[config.mk]
export PLATFORM = sky130hd
export DESIGN_NAME = rx_fifo
export DESIGN_NICKNAME = d
export VERILOG_FILES = /design/src/rtl/rx_fifo.sv
export SDC_FILE = /design/constraint.sdc
export NUM_CORES = 1
export LEC_CHECK = 0
export CAP_MARGIN = 20
export CORE_ASPECT_RATIO = 0.75
export CORE_MARGIN = 5
export CORE_UTILIZATION = 64
export DETAILED_ROUTE_END_ITERATION = 10
export GPL_TIMING_DRIVEN = 0
export HOLD_SLACK_MARGIN = 0.08
export PLACE_DENSITY = 0.84
export SKIP_LAST_GASP = 1
export SYNTH_ARGS = -nofsm -noshare
export SYNTH_HDL_FRONTEND = slang
export SYNTH_SLANG_ARGS = --single-unit
[constraint.sdc]
create_clock -name i_clk -period 3.7 [get_ports i_clk]
set_input_delay 0.555 -clock i_clk [delete_from_list [all_inputs] [get_ports i_clk]]
set_output_delay 0.555 -clock i_clk [all_outputs]
set_load 0.01 [all_outputs]
[src/rtl/rx_fifo.sv]
// Receive buffer behind the UART receiver: acknowledges each ready byte with a
// one-cycle o_rx_re pulse and queues it in a show-ahead circular FIFO.
// Optional fill-level interrupt is built when RX_FIFO_LEVEL_IRQ_EN is defined.
module rx_fifo #(
    parameter int WIDTH_DATA = 8,
    parameter int DEPTH_LOG2 = 4,
    parameter int IRQ_LEVEL  = 8
) (
    input  logic                  i_clk,
    input  logic                  i_nrst,
    input  logic                  i_rx_rdy,
    input  logic [WIDTH_DATA-1:0] i_rx_data,
    output logic                  o_rx_re,
    output logic [WIDTH_DATA-1:0] o_data,
    output logic                  o_valid,
    input  logic                  i_rd,
    output logic                  o_full,
    output logic [DEPTH_LOG2:0]   o_count,
    output logic                  o_stall,
    output logic                  o_irq
);
    localparam logic [DEPTH_LOG2:0] FULL_CNT = {1'b1, {DEPTH_LOG2{1'b0}}};

    typedef enum logic [1:0] {S_IDLE, S_ACK, S_WAIT} state_t;

    state_t                  state, state_nxt;
    logic [WIDTH_DATA-1:0]   mem [1<<DEPTH_LOG2];
    logic [DEPTH_LOG2-1:0]   wptr, rptr;
    logic [DEPTH_LOG2:0]     count, count_nxt;
    logic                    full, wr, pop, stall, stall_nxt;

    assign full = (count == FULL_CNT);
    assign pop  = i_rd && (count != '0);

    always_comb begin
        state_nxt = state;
        wr        = 1'b0;
        stall_nxt = 1'b0;
        case (state)
            S_IDLE: begin
                if (i_rx_rdy) begin
                    if (!full) begin
                        wr        = 1'b1;
                        state_nxt = S_ACK;
                    end else begin
                        stall_nxt = 1'b1;
                    end
                end
            end
            S_ACK:  state_nxt = S_WAIT;
            // Hold off until the receiver drops its flag so a byte is never taken twice
            S_WAIT: if (!i_rx_rdy) state_nxt = S_IDLE;
            default: state_nxt = S_IDLE;
        endcase
    end

    always_comb begin
        count_nxt = count;
        case ({wr, pop})
            2'b10:   count_nxt = count + 1'b1;
            2'b01:   count_nxt = count - 1'b1;
            default: count_nxt = count;
        endcase
    end

    always_ff @(posedge i_clk or negedge i_nrst) begin
        if (!i_nrst) begin
            state <= S_IDLE;
            wptr  <= '0;
            rptr  <= '0;
            count <= '0;
            stall <= 1'b0;
        end else begin
            state <= state_nxt;
            count <= count_nxt;
            stall <= stall_nxt;
            if (wr)  wptr <= wptr + 1'b1;
            if (pop) rptr <= rptr + 1'b1;
        end
    end

    always_ff @(posedge i_clk) begin
        if (wr) mem[wptr] <= i_rx_data;
    end

    assign o_rx_re = (state == S_ACK);
    assign o_data  = mem[rptr];
    assign o_valid = (count != '0);
    assign o_full  = full;
    assign o_count = count;
    assign o_stall = stall;

`ifdef RX_FIFO_LEVEL_IRQ_EN
    localparam logic [DEPTH_LOG2:0] IRQ_CNT = (DEPTH_LOG2+1)'(IRQ_LEVEL);
    logic irq;

    // Driven from next-count so the flag lines up with o_count
    always_ff @(posedge i_clk or negedge i_nrst) begin
        if (!i_nrst) irq <= 1'b0;
        else         irq <= (count_nxt >= IRQ_CNT);
    end
    assign o_irq = irq;
`else
    assign o_irq = 1'b0;
`endif

endmodule

# Word-level counts from Yosys, hierarchy flattened

Memories as Yosys holds them, arrays and structs flattened.
Index checks and enable logic that the tools add are counted.

RAM bits: 128
Word-level logic and storage cells: 36
Input port bits: 12
Register bits after elaboration: 16
Memories: 1
Output and inout port bits: 18

Memories:

| name | words | bits a word | rd ports | clocked after Yosys merged registers in | write ports | line | RTL |
|---|---|---|---|---|---|---|---|
| mem  | 16    | 8           | 1        | 0                                       | 1           | 27   | `logic [WIDTH_DATA-1:0] mem [1<<DEPTH_LOG2];` |

Reduce and logical (&&, ||, !) cells: 5
Multiplexer cells: 13
Eq/ne operators: 8
$add $sub $neg: 4

Operators with widths:

| kind                  | count |
|---|---|
| $pmux W5 S2           | 1 |
| $add A4 B1 Y4 const B | 2 |
| $mux W1               | 8 |
| $mux W2               | 3 |
| $ne A2 B2 Y1 const B  | 3 |
| $pmux W2 S3           | 1 |
| $add A5 B1 Y5 const B | 1 |
| $eq A5 B5 Y1 const B  | 1 |
| $reduce_bool A5 Y1    | 1 |
| $sub A5 B1 Y5 const B | 1 |
| $eq A2 B1 Y1 const B  | 2 |
| $eq A2 B2 Y1 const B  | 2 |
| $reduce_and A3 Y1     | 1 |
| $logic_not A2 Y1      | 1 |
| $reduce_bool A2 Y1    | 1 |
| $logic_and A1 B1 Y1   | 1 |

# Logic depth before layout (Yosys ltp)

Gate-level depths: netlist (run 1).

Depth in word-level cells: 6
Gate-level depth with buffers: 13
Gate-level depth less buffers: 13

# Worst setup path after synthesis (run 1)

Ideal clock, no wire load.

Path kind: input-to-reg
Start point: in i_rx_rdy
End point: reg count[4] (netlist: o_count[4])
Required time: 3.574 ns
Arrival: 2.553 ns
Path slack: 1.021 ns
Buffers on the path: 0
Setup time: 0.126 ns
Cell stages on the path: 10
Path through: or3b_1 > nor2_4 > inv_1 > ha_1 > ha_1 > nor2b_1 > o21ai_1 > a21oi_1 > or3b_1 > xnor2_1

Word-level cells in the longest chain between the ends: 4
Elaborated cells on any way between the ends: 6
Classes of those cells: eq/ne (2); mux (3); reduce/logical (1)

RTL lines:

| element                                           | line | RTL |
|---|---|---|
| start, declared                                   | 11   | `input logic i_rx_rdy,` |
| $mux W1 *                                         | 41   | `if (i_rx_rdy) begin` |
| $mux W1 *                                         | 39   | `case (state)` |
| $eq A2 B1 Y1 or $eq A2 B2 Y1 (tied branches)      | 59   | `case ({wr, pop})` |
| $pmux W5 S2 or $reduce_bool A2 Y1 (tied branches) | n/a  |  |
| end signal, assigned                              | 75   | `count <= count_nxt;` |
| end, declared                                     | 29   | `logic [DEPTH_LOG2:0] count, count_nxt;` |

Every way passes the cells marked *; elsewhere a longest branch is shown, timed or not.
A chain may end at the register's enable or synchronous reset.

# Worst setup path in the final report (run 1)

Start point: reg rptr[2]
End point: out o_data[5]

Word-level cells in the longest chain between the ends: 1

RTL lines:

| element                | line | RTL |
|---|---|---|
| start, declared        | 28   | `logic [DEPTH_LOG2-1:0] wptr, rptr;` |
| start signal, assigned | 78   | `if (pop) rptr <= rptr + 1'b1;` |
| $mem_v2 Z16 W8         | n/a  |  |
| end, declared          | 14   | `output logic [WIDTH_DATA-1:0] o_data,` |

No other way between the ends.

==> flow_summary.json, run 1 <==
{
  "wl_per_cell_um": 25.24,
  "place_congestion": 0.8318,
  "avgSynthCellArea_um2": 17.28,
  "synth.distinct_cells": 38,
  "vias": 3304,
  "insertedDiodeCount": 0,
  "fin_ws_ns": 0.1316,
  "die_y_um": 93.10,
  "post-cts-setup-buffers": 0,
  "syn_area_um2": 5892,
  "ys_ff_latch": 144,
  "critPathLaunchType": "flop",
  "worstSkewPairLatency_ns": 0.42,
  "first_pass_iters": 5,
  "drt_iter0_drc": 280,
  "path_cells": "nor2b_1 > clkbuf_1 > buf_2 > a221oi_1 > a22oi_1 > nand2_1 > clkdlybuf4s50_1",
  "clkTransAtPathRegs_ns": 0.06,
  "initial_core_util_pct": 65.40,
  "grt_max_degree": 17,
  "cp.arrival_ns": 3.01,
  "grt_setup_unrepaired": "false",
  "finalHoldViolations": 0,
  "track_usage_pct": 25.15,
  "hpwlAfterDp_mm": 8.056,
  "cp_slowest_stage_delay_ns": 0.70,
  "fp.coreArea_um2": 9009,
  "die-area_um2": 11240,
  "cts.path.max_buffers": 2,
  "r2r_end": "o_count[4]$_DFFE_PN0P_",
  "cts_max_level": 4,
  "r2r-start": "o_count[0]$_DFFE_PN0P_",
  "fillers": 478,
  "hold_path_startpoint": "o_count[4]$_DFFE_PN0P_",
  "syn_inst": 341,
  "port_buffers": 28,
  "drc": 0,
  "wl_mm": 13.05,
  "synth_flop_cell": "edfxtp_1",
  "p_total_mw": 5.968,
  "fp-row-count": 30,
  "ff2ff_path_depth": 13,
  "post_cts_resized": 0,
  "boundaryPins": 30,
  "fmax_mhz": 280.2,
  "synthArstFlopShare_pct": 11.11,
  "stdcell_count": 517,
  "yosysSeqAreaShare_pct": 72.03,
  "fin_crit_ns": 3.568,
  "p_per_area_nw_per_um2": 853.7,
  "fin_crit_sh_pct": 96.44,
  "preCtsSetupSlack_ns": 0.2717,
  "grt_pass1_wl_mm": 20.15,
  "worstMarginPinSlew_ns": 0.8845,
  "cts_root_buffer": "clkbuf_16",
  "syn_nets": 363,
  "antenna_found_initial": 0,
  "outcome": "complete, no violations",
  "leakagePower_nw": 2.481,
  "ctsHoldBuffers": 0,
  "critPathRequiredTime_ns": 3.14,
  "finClkSkew_ns": 0.009668,
  "synth_edf_count": 128,
  "peakVddDrop_mv": 0.5094,
  "endpoint_kind": "output port",
  "die_w_um": 120.8,
  "setup-tns-final_ns": 0,
  "setup_viol": 0,
  "path_max_fanout": 10,
  "clock_sinks": 144,
  "hp-class": "reg -> reg",
  "via_per_inst": 6.391,
  "grt_overflow": 0,
  "relSlewSlack_pct": 40.82,
  "hold_path_depth": 1,
  "ys_warn_count": 0,
  "dp_cells": 485,
  "regToRegSetupSlack_ns": 0.80,
  "cts_tree": "yes",
  "grt_pass1_vias": 3454,
  "nNetsFinal": 414,
  "critPathKind": "reg -> out",
  "slew_violations": 0,
  "holdPathEnd": "o_count[4]$_DFFE_PN0P_",
  "drive_above_1_share_pct": 16.30,
  "drv_cap": 0,
  "cts_inserted_buffers": 17,
  "crit_slowest_cell": "a221oi_1",
  "syn2layout_area_growth_pct": 18.65,
  "drtAntennaViolNets": 0
}
-- cell usage after synthesis, types with 5 or more instances --
library cell	instances	area, um^2
a21oi_1	10	50.05
a221oi_1	8	70.07
a22oi_1	8	60.06
buf_2	5	25.02
buf_6	6	67.56
dfrtp_1	16	400.4
edfxtp_1	128	3844
ha_1	9	112.6
inv_1	7	26.28
mux2_1	7	78.83
mux2i_1	25	250.2
mux4_2	16	360.4
nand2_1	19	71.32
nor2_1	13	48.80
o21ai_0	12	60.06
o21ai_1	8	40.04
xnor2_1	7	61.31
-- state kept, by name (all words and copies together), names as in the netlist --
signal,flops
state,2
o_stall,1
rptr,4
o_count,5
mem,128
wptr,4
-- critical path, delay by kind of cell (launching register included) --
kind / cells / cell delay, ns
buf+inv: 3 / 1.01
compound gates: 2 / 0.90
flops: 1 / 0.40
simple gates: 2 / 0.28
-- layer usage --
layer,up-vias,track usage [%],wire length [um]
met5,-,0,0
met4,0,8.962,248
met3,27,9.190,1148
met2,148,39.14,6380
met1,1705,33.12,5269
li1,1424,-,-
-- cells by family after synthesis --
logic type | count (synthesis) | synth area share (%)
buffers and inverters | 26 | 2.654
flip-flops | 144 | 72.03
AND/OR/NAND/NOR | 53 | 4.481
multiplexers | 50 | 12.15
adder cells (fa/ha/maj) | 10 | 2.251
other | 1 | 0.06365
AO/OA/AOI/OAI | 47 | 4.885
XOR/XNOR | 10 | 1.487
-- worst max-delay path by stage --
stage | startpoint | end | slack (ns) | cells after the start
floorplan | i_rx_rdy | o_count[4]$_DFFE_PN0P_ | 1.02 | 10
global placement | i_rx_rdy | o_count[4]$_DFFE_PN0P_ | 0.39 | 11
detailed placement | i_rx_rdy | o_count[4]$_DFFE_PN0P_ | 0.27 | 11
CTS | rptr[1]$_DFFE_PN0P_ | o_data[0] | 0.19 | 7
global route | rptr[2]$_DFFE_PN0P_ | o_data[5] | 0.07 | 7
finish | rptr[2]$_DFFE_PN0P_ | o_data[5] | 0.13 | 7
-- report_power, final --
part	internal [mW]	switching [mW]	total (mW)
Clock	1.26	0.633	1.89
Sequential	1.96	0.115	2.07
Combinational	0.891	1.11	2.01
-- per-stage QoR --
step / hold slack, ns / utilization [%] / area, um^2
after CTS: 0.5217 / 77.60 / 6990
after global routing: 0.5699 / 77.60 / 6990
after detailed placement: 0.5046 / 70.38 / 6340
final: 0.5190 / 77.60 / 6990
after global placement: 0.5010 / 70.07 / 6312
after floorplan: 0.2594 / - / 5892
-- cells in the final DEF, fill, tap and decap left out, types with 8 or more instances in the layout --
cell             Yosys  layout
edfxtp_1           128     128
a22oi_1              8       8
clkdlybuf4s50_1      0      28
a221oi_1             8       8
o21ai_1              8       8
nand2_1             19      19
nor2_1              13      13
dfrtp_1             16      16
clkbuf_16            0      17
mux2i_1             25      25
mux4_2              16      16
o21ai_0             12      12
ha_1                 9       9
a21oi_1             10      10
-- cell type report --
cell class	instances	area (um^2)	area share (%)
Inverter	8	30.03	0.4296
Buffer	18	126.4	1.808
Timing Repair Buffer	32	307.8	4.403
Multi-Input combinational cell	171	1491	21.34
Clock inverter	12	214.0	3.061
Sequential cell	144	4244	60.71
Tap cell	112	140.1	2.005
Clock buffer	20	436.7	6.247
(Power assumes the default switching activity.)
==> inputs of run 2 (changes only) <==
--- a/config.mk
+++ b/config.mk
@@ -7,7 +7,7 @@
 export LEC_CHECK = 0
 export CAP_MARGIN = 20
 export CORE_ASPECT_RATIO = 0.75
-export CORE_MARGIN = 5
+export CORE_MARGIN = 2
 export CORE_UTILIZATION = 64
 export DETAILED_ROUTE_END_ITERATION = 10
 export GPL_TIMING_DRIVEN = 0
==> run 2 against run 1 <==
Compared with the run above: core utilization down 0.74 points; power down 4.7%; register-to-register slack better by 0.04 ns; clock skew down 0.0034 ns; count of clock-buffer cells in the layout up 2; largest cell class unchanged.
==> flow_summary.json, run 2 (synthesized netlist as in run 1, its figures left out) <==
{
  "finalHoldViolations": 0,
  "cts.path.max_buffers": 2,
  "fin_crit_ns": 3.436,
  "endpoint": "o_data[5]",
  "critPathRequiredTime_ns": 3.14,
  "grt_pass1_wl_mm": 18.30,
  "stdcell_count": 517,
  "fin_crit_sh_pct": 92.88,
  "wl_per_cell_um": 23.28,
  "hold_path_startpoint": "o_count[4]$_DFFE_PN0P_",
  "drt_iter0_drc": 352,
  "cts_root_buffer": "clkbuf_16",
  "nNetsFinal": 414,
  "worstMarginPinSlew_ns": 0.7812,
  "sw_frac_of_total_pct": 31.59,
  "peakVddDrop_mv": 0.4216,
  "grt_util_met3_pct": 8.977,
  "hp-class": "reg -> reg",
  "preCtsSetupSlack_ns": 0.2986,
  "seq_power_share_pct": 36.4,
  "grt_use_met1_pct": 36.04,
  "outcome": "complete, no violations",
  "fmax_mhz": 291.0,
  "antenna_found_initial": 0,
  "setup-tns-final_ns": 0,
  "drv_cap": 0,
  "initial_core_util_pct": 65.40,
  "startpoint": "rptr[1]$_DFFE_PN0P_",
  "post-cts-setup-buffers": 0,
  "regToRegSetupSlack_ns": 0.84,
  "relSlewSlack_pct": 47.76,
  "r2r-start": "o_count[1]$_DFFE_PN0P_",
  "p_switching_mw": 1.796,
  "syn2layout_area_growth_pct": 17.52,
  "wl_mm": 12.03,
  "worstSkewPairLatency_ns": 0.41,
  "endpoint_kind": "output port",
  "top_usage_layer": "met2",
  "drive_above_1_share_pct": 17.04,
  "r2r_end": "o_count[4]$_DFFE_PN0P_",
  "largest_register_ffs": 128,
  "critPathKind": "reg -> out",
  "slew_violations": 0,
  "die_y_um": 87.10,
  "setup_viol": 0,
  "die-area_um2": 9998,
  "place_congestion": 0.8361,
  "leakagePower_nw": 2.457,
  "port_buffers": 28,
  "grt_pass1_vias": 3257,
  "clock_sinks": 144,
  "critPathLaunchType": "flop",
  "grt_overflow": 0,
  "ctsHoldBuffers": 0,
  "cts_tree": "yes",
  "path_max_fanout": 10,
  "post_cts_resized": 0,
  "cp.arrival_ns": 2.88,
  "boundaryPins": 30,
  "fp.coreArea_um2": 9009,
  "use_met2_pct": 39.54,
  "grt_max_degree": 17,
  "die_w_um": 114.8,
  "hpwlAfterDp_mm": 7.830,
  "cts_max_level": 4,
  "vias": 3257,
  "drc": 0,
  "hold_path_depth": 1,
  "track_usage_pct": 26.35,
  "finClkSkew_ns": 0.006248,
  "via_per_inst": 6.300,
  "final_cell_mix": "edfxtp_1 (128), clkdlybuf4s50_1 (28), mux2i_1 (25)",
  "fin_ws_ns": 0.2635,
  "ff2ff_path_depth": 13,
  "combPwrFrac_pct": 34.5,
  "top_register": "mem",
  "insertedDiodeCount": 0,
  "final_common_cell": "edfxtp_1",
  "first_pass_iters": 4,
  "p_per_area_nw_per_um2": 821.0,
  "drtAntennaViolNets": 0,
  "clkTransAtPathRegs_ns": 0.05,
  "p_int_mw": 3.889,
  "fp-row-count": 30,
  "dp_cells": 485,
  "cts_inserted_buffers": 17,
  "clockPowerShare_pct": 29.1,
  "grt_setup_unrepaired": "false"
}
## run 2: final cells by class
type                    instances  area [um^2]
inverters                       8        30.03
plain buffers                  18        126.4
clock inverters                10        110.1
flip-flops and latches        144         4244
fillers                       499         2085
clock buffers                  22        474.2
well taps                     112        140.1
multi-input cells             171         1491
repair buffers                 32        307.8
## run 2: layer usage
metal  vias up  wire length, um
li1       1431                -
met5         -                0
met4         0              274
met3        28             1020
met1      1656             4957
met2       142             5781
## run 2: power by group through the flow
stage,logic (mW),clock network [mW],registers (mW)
after floorplan,1.24,0,2.07
after global placement,1.85,0,2.08
after detailed placement,1.92,0,2.09
after CTS,1.95,1.66,2.06
after global routing,2.11,1.74,2.08
final,1.96,1.65,2.07
## run 2: worst min-delay path by stage
stage | to | slack, ns
after floorplan | o_count[0]$_DFFE_PN0P_ | 0.26
after global placement | o_count[4]$_DFFE_PN0P_ | 0.50
after detailed placement | o_count[4]$_DFFE_PN0P_ | 0.53
after CTS | o_count[4]$_DFFE_PN0P_ | 0.53
after global routing | o_count[4]$_DFFE_PN0P_ | 0.57
final | o_count[4]$_DFFE_PN0P_ | 0.52
## run 2: stage by stage
stage	instance area, um^2	hold WS, ns	power, mW	utilization [%]
final	6924	0.5195	5.685	76.86
after global routing	6924	0.5719	5.928	76.86
after floorplan	5892	0.2594	3.316	-
after CTS	6924	0.5279	5.678	76.86
after global placement	6312	0.5004	3.930	70.07
after detailed placement	6340	0.5277	4.012	70.38
## run 2: worst max-delay path, stage by stage, from the launching register on
cell             delay (ns)
dfrtp_1                0.40
buf_2                  0.22
and2_0                 0.18
buf_2                  0.18
a221oi_1               0.65
a22oi_1                0.19
nand2_1                0.12
clkdlybuf4s50_1        0.53
==> RTL edit (config.mk and constraints of run 2) <==
Set the parameter `WIDTH_DATA` to 10 (it was 8).
--- a/src/rtl/rx_fifo.sv
+++ b/src/rtl/rx_fifo.sv
@@ -3,5 +3,5 @@
 // Optional fill-level interrupt is built when RX_FIFO_LEVEL_IRQ_EN is defined.
 module rx_fifo #(
-    parameter int WIDTH_DATA = 8,
+    parameter int WIDTH_DATA = 10,
     parameter int DEPTH_LOG2 = 4,
     parameter int IRQ_LEVEL  = 8
Ports: changed (resized i_rx_data and o_data); port bits go from 30 to 34. No check against the original RTL was run, so the function may have changed too.
==> RTL edit against run 2 <==
  * Design area grew 20%
  * Sequential cell count grew 32
  * Wire length grew 25%
  * Fmax grew 4.1%
  * Area after synthesis grew 21%
  * Clock skew grew 0.0026 ns
  * Synthesized cell count grew 17%
  * Power grew 18%
  * Clock power grew 13%
  * First-iteration DRC count grew 19%
  * Setup slack gained 0.13 ns
  * Critical path type unchanged
==> RTL edit: results (changes against run 2) <==
Final layout
  – Largest register FFs: 160 (was 128)
  – Final net count: 478 (was 414)
  – Fraction of layout cells with a size suffix above 1: 0.1799 (was 0.1704)
  – Filler cell count in the final layout: 575 (was 499)

Routing
  – DRT iter0 DRCs: 418 (was 352)
  – Routed len/inst: 24.82 microns (was 23.28 microns)
  – TritonRoute pass-1 iters: 5 (was 4)
  – Post-Route WL: 15.07 mm (was 12.03 mm)
  – DR vias: 3811 (was 3257)

Yosys
  – Cells after Synth: 399 (was 341)
  – Syn_nets: 423 (was 363)
  – Post-synth EDFFs: 160 (was 128)
  – Largest cells by area after synthesis: edfxtp_1, mux4_2, dfrtp_1 (was edfxtp_1, dfrtp_1, mux4_2)
  – Number of distinct library cells after synthesis: 36 (was 38)
  – Seq/Total Area, Yosys: 0.7319 (was 0.7203)
  – Commonest cells post-synth: edfxtp_1, mux2i_1, o21ai_0, nand2_1, mux4_2 (was edfxtp_1, mux2i_1, nand2_1, dfrtp_1, mux4_2)
  – Predominant post-synthesis flop cell: edfxtp_1 (unchanged)

Global routing
  – Met3 global-route usage: 0.05948 (was 0.08977)
  – Grt met1 use: 0.3809 (was 0.3604)
  – Gr usage total: 0.2677 (was 0.2635)
  – Vias in the first global route: 3854 (was 3257)
  – Global-route wire length before repair: 22.63 mm (was 18.30 mm)

CTS
  – Clk Latency, worst-skew pair: 0.43 ns (was 0.41 ns)
  – CTS clock-pin slew for the worst setup and hold paths: 0.07 ns (was 0.05 ns)

Placement
  – Dpl hpwl: 9.280 mm (was 7.830 mm)
  – Gpl congestion: 0.8523 (was 0.8361)
  – Dpl ws: 0.2143 ns (was 0.2986 ns)
  – Port-buffer cells: 32 (was 28)
  – Placed Instances: 571 (was 485)

Critical path
  – Slowest CP cell: clkdlybuf4s50_1 (was a221oi_1)
  – Critical Path End: o_data[2] (was o_data[5])
  – R2r setup slk: 0.78 ns (was 0.84 ns)
  – Crit path DAT: 2.75 ns (was 2.88 ns)
  – FF-to-FF Start: o_count[0]$_DFFE_PN0P_ (was o_count[1]$_DFFE_PN0P_)
  – Slowest Stage Delay on Critical Path: 0.54 ns (was 0.65 ns)

Timing
  – Final critical-path share of the clock period: 0.8923 (was 0.9288)
  – Clock Skews: 0.008836 ns (was 0.006248 ns)
  – Worst slew pin tran: 1.081 ns (was 0.7812 ns)

Hold path
  – Hold crit path type: register to register (unchanged)

Run status
  – Status: finished, final reports clean (unchanged)

Pwr
  – VDD IR max: 0.0005160 V (was 0.0004216 V)
  – Pleak: 2.869 nW (was 2.457 nW)
RTL edit: layer usage:
metal	part of all wire	wire length, microns
met3	0.072	1083
met4	0.016	238
met1	0.43	6413
met5	0	0
met2	0.49	7331
RTL edit: worst min path at each step:
stage                      startpoint                     end  slack [ns]  cells past startpoint
4_1_cts        o_count[4]$_DFFE_PN0P_  o_count[4]$_DFFE_PN0P_        0.53                      1
3_3_place_gp   o_count[4]$_DFFE_PN0P_  o_count[4]$_DFFE_PN0P_        0.50                      1
5_1_grt        o_count[4]$_DFFE_PN0P_  o_count[4]$_DFFE_PN0P_        0.56                      1
3_5_place_dp   o_count[4]$_DFFE_PN0P_  o_count[4]$_DFFE_PN0P_        0.52                      1
6_report       o_count[4]$_DFFE_PN0P_  o_count[4]$_DFFE_PN0P_        0.53                      1
2_1_floorplan                  i_nrst  o_count[0]$_DFFE_PN0P_        0.26                      0
RTL edit: cells by family after synthesis:
logic type	Yosys count	synth area share
flops	176	0.7319
mux	62	0.1249
compound gates	57	0.05014
simple gates	55	0.03818
buf+inv	28	0.02340
fa+ha+maj	10	0.01865
xor+xnor	10	0.01232
other cells	1	0.0005273
RTL edit: layout make-up:
class	instances	area, sq um	area share
multi-input combinational	195	1760	0.2124
buffer	20	136.4	0.01646
clock buffer	19	442.9	0.05344
clock inverter	13	177.7	0.02144
timing repair buffer	36	360.3	0.04348
tap	140	175.2	0.02114
inverter	8	30.03	0.003623
sequential	176	5205	0.6280
RTL edit: report_power, final:
group	total, mW	internal (mW)	switching [mW]
clock network	1.86	1.10	0.763
registers	2.49	2.38	0.114
logic	2.33	1.04	1.29
RTL edit: worst reg2reg max path, stage by stage, from the launching register on:
cell and delay (ns):
dfrtp_1 0.44, nor4_2 0.34, nand2_1 0.12, inv_1 0.12, nor2_4 0.08, inv_1 0.07
ha_1 0.23, inv_1 0.11, fa_1 0.42, nor2b_1 0.12, o21ai_0 0.10, nand3_1 0.11
or3b_1 0.39, xnor2_1 0.15
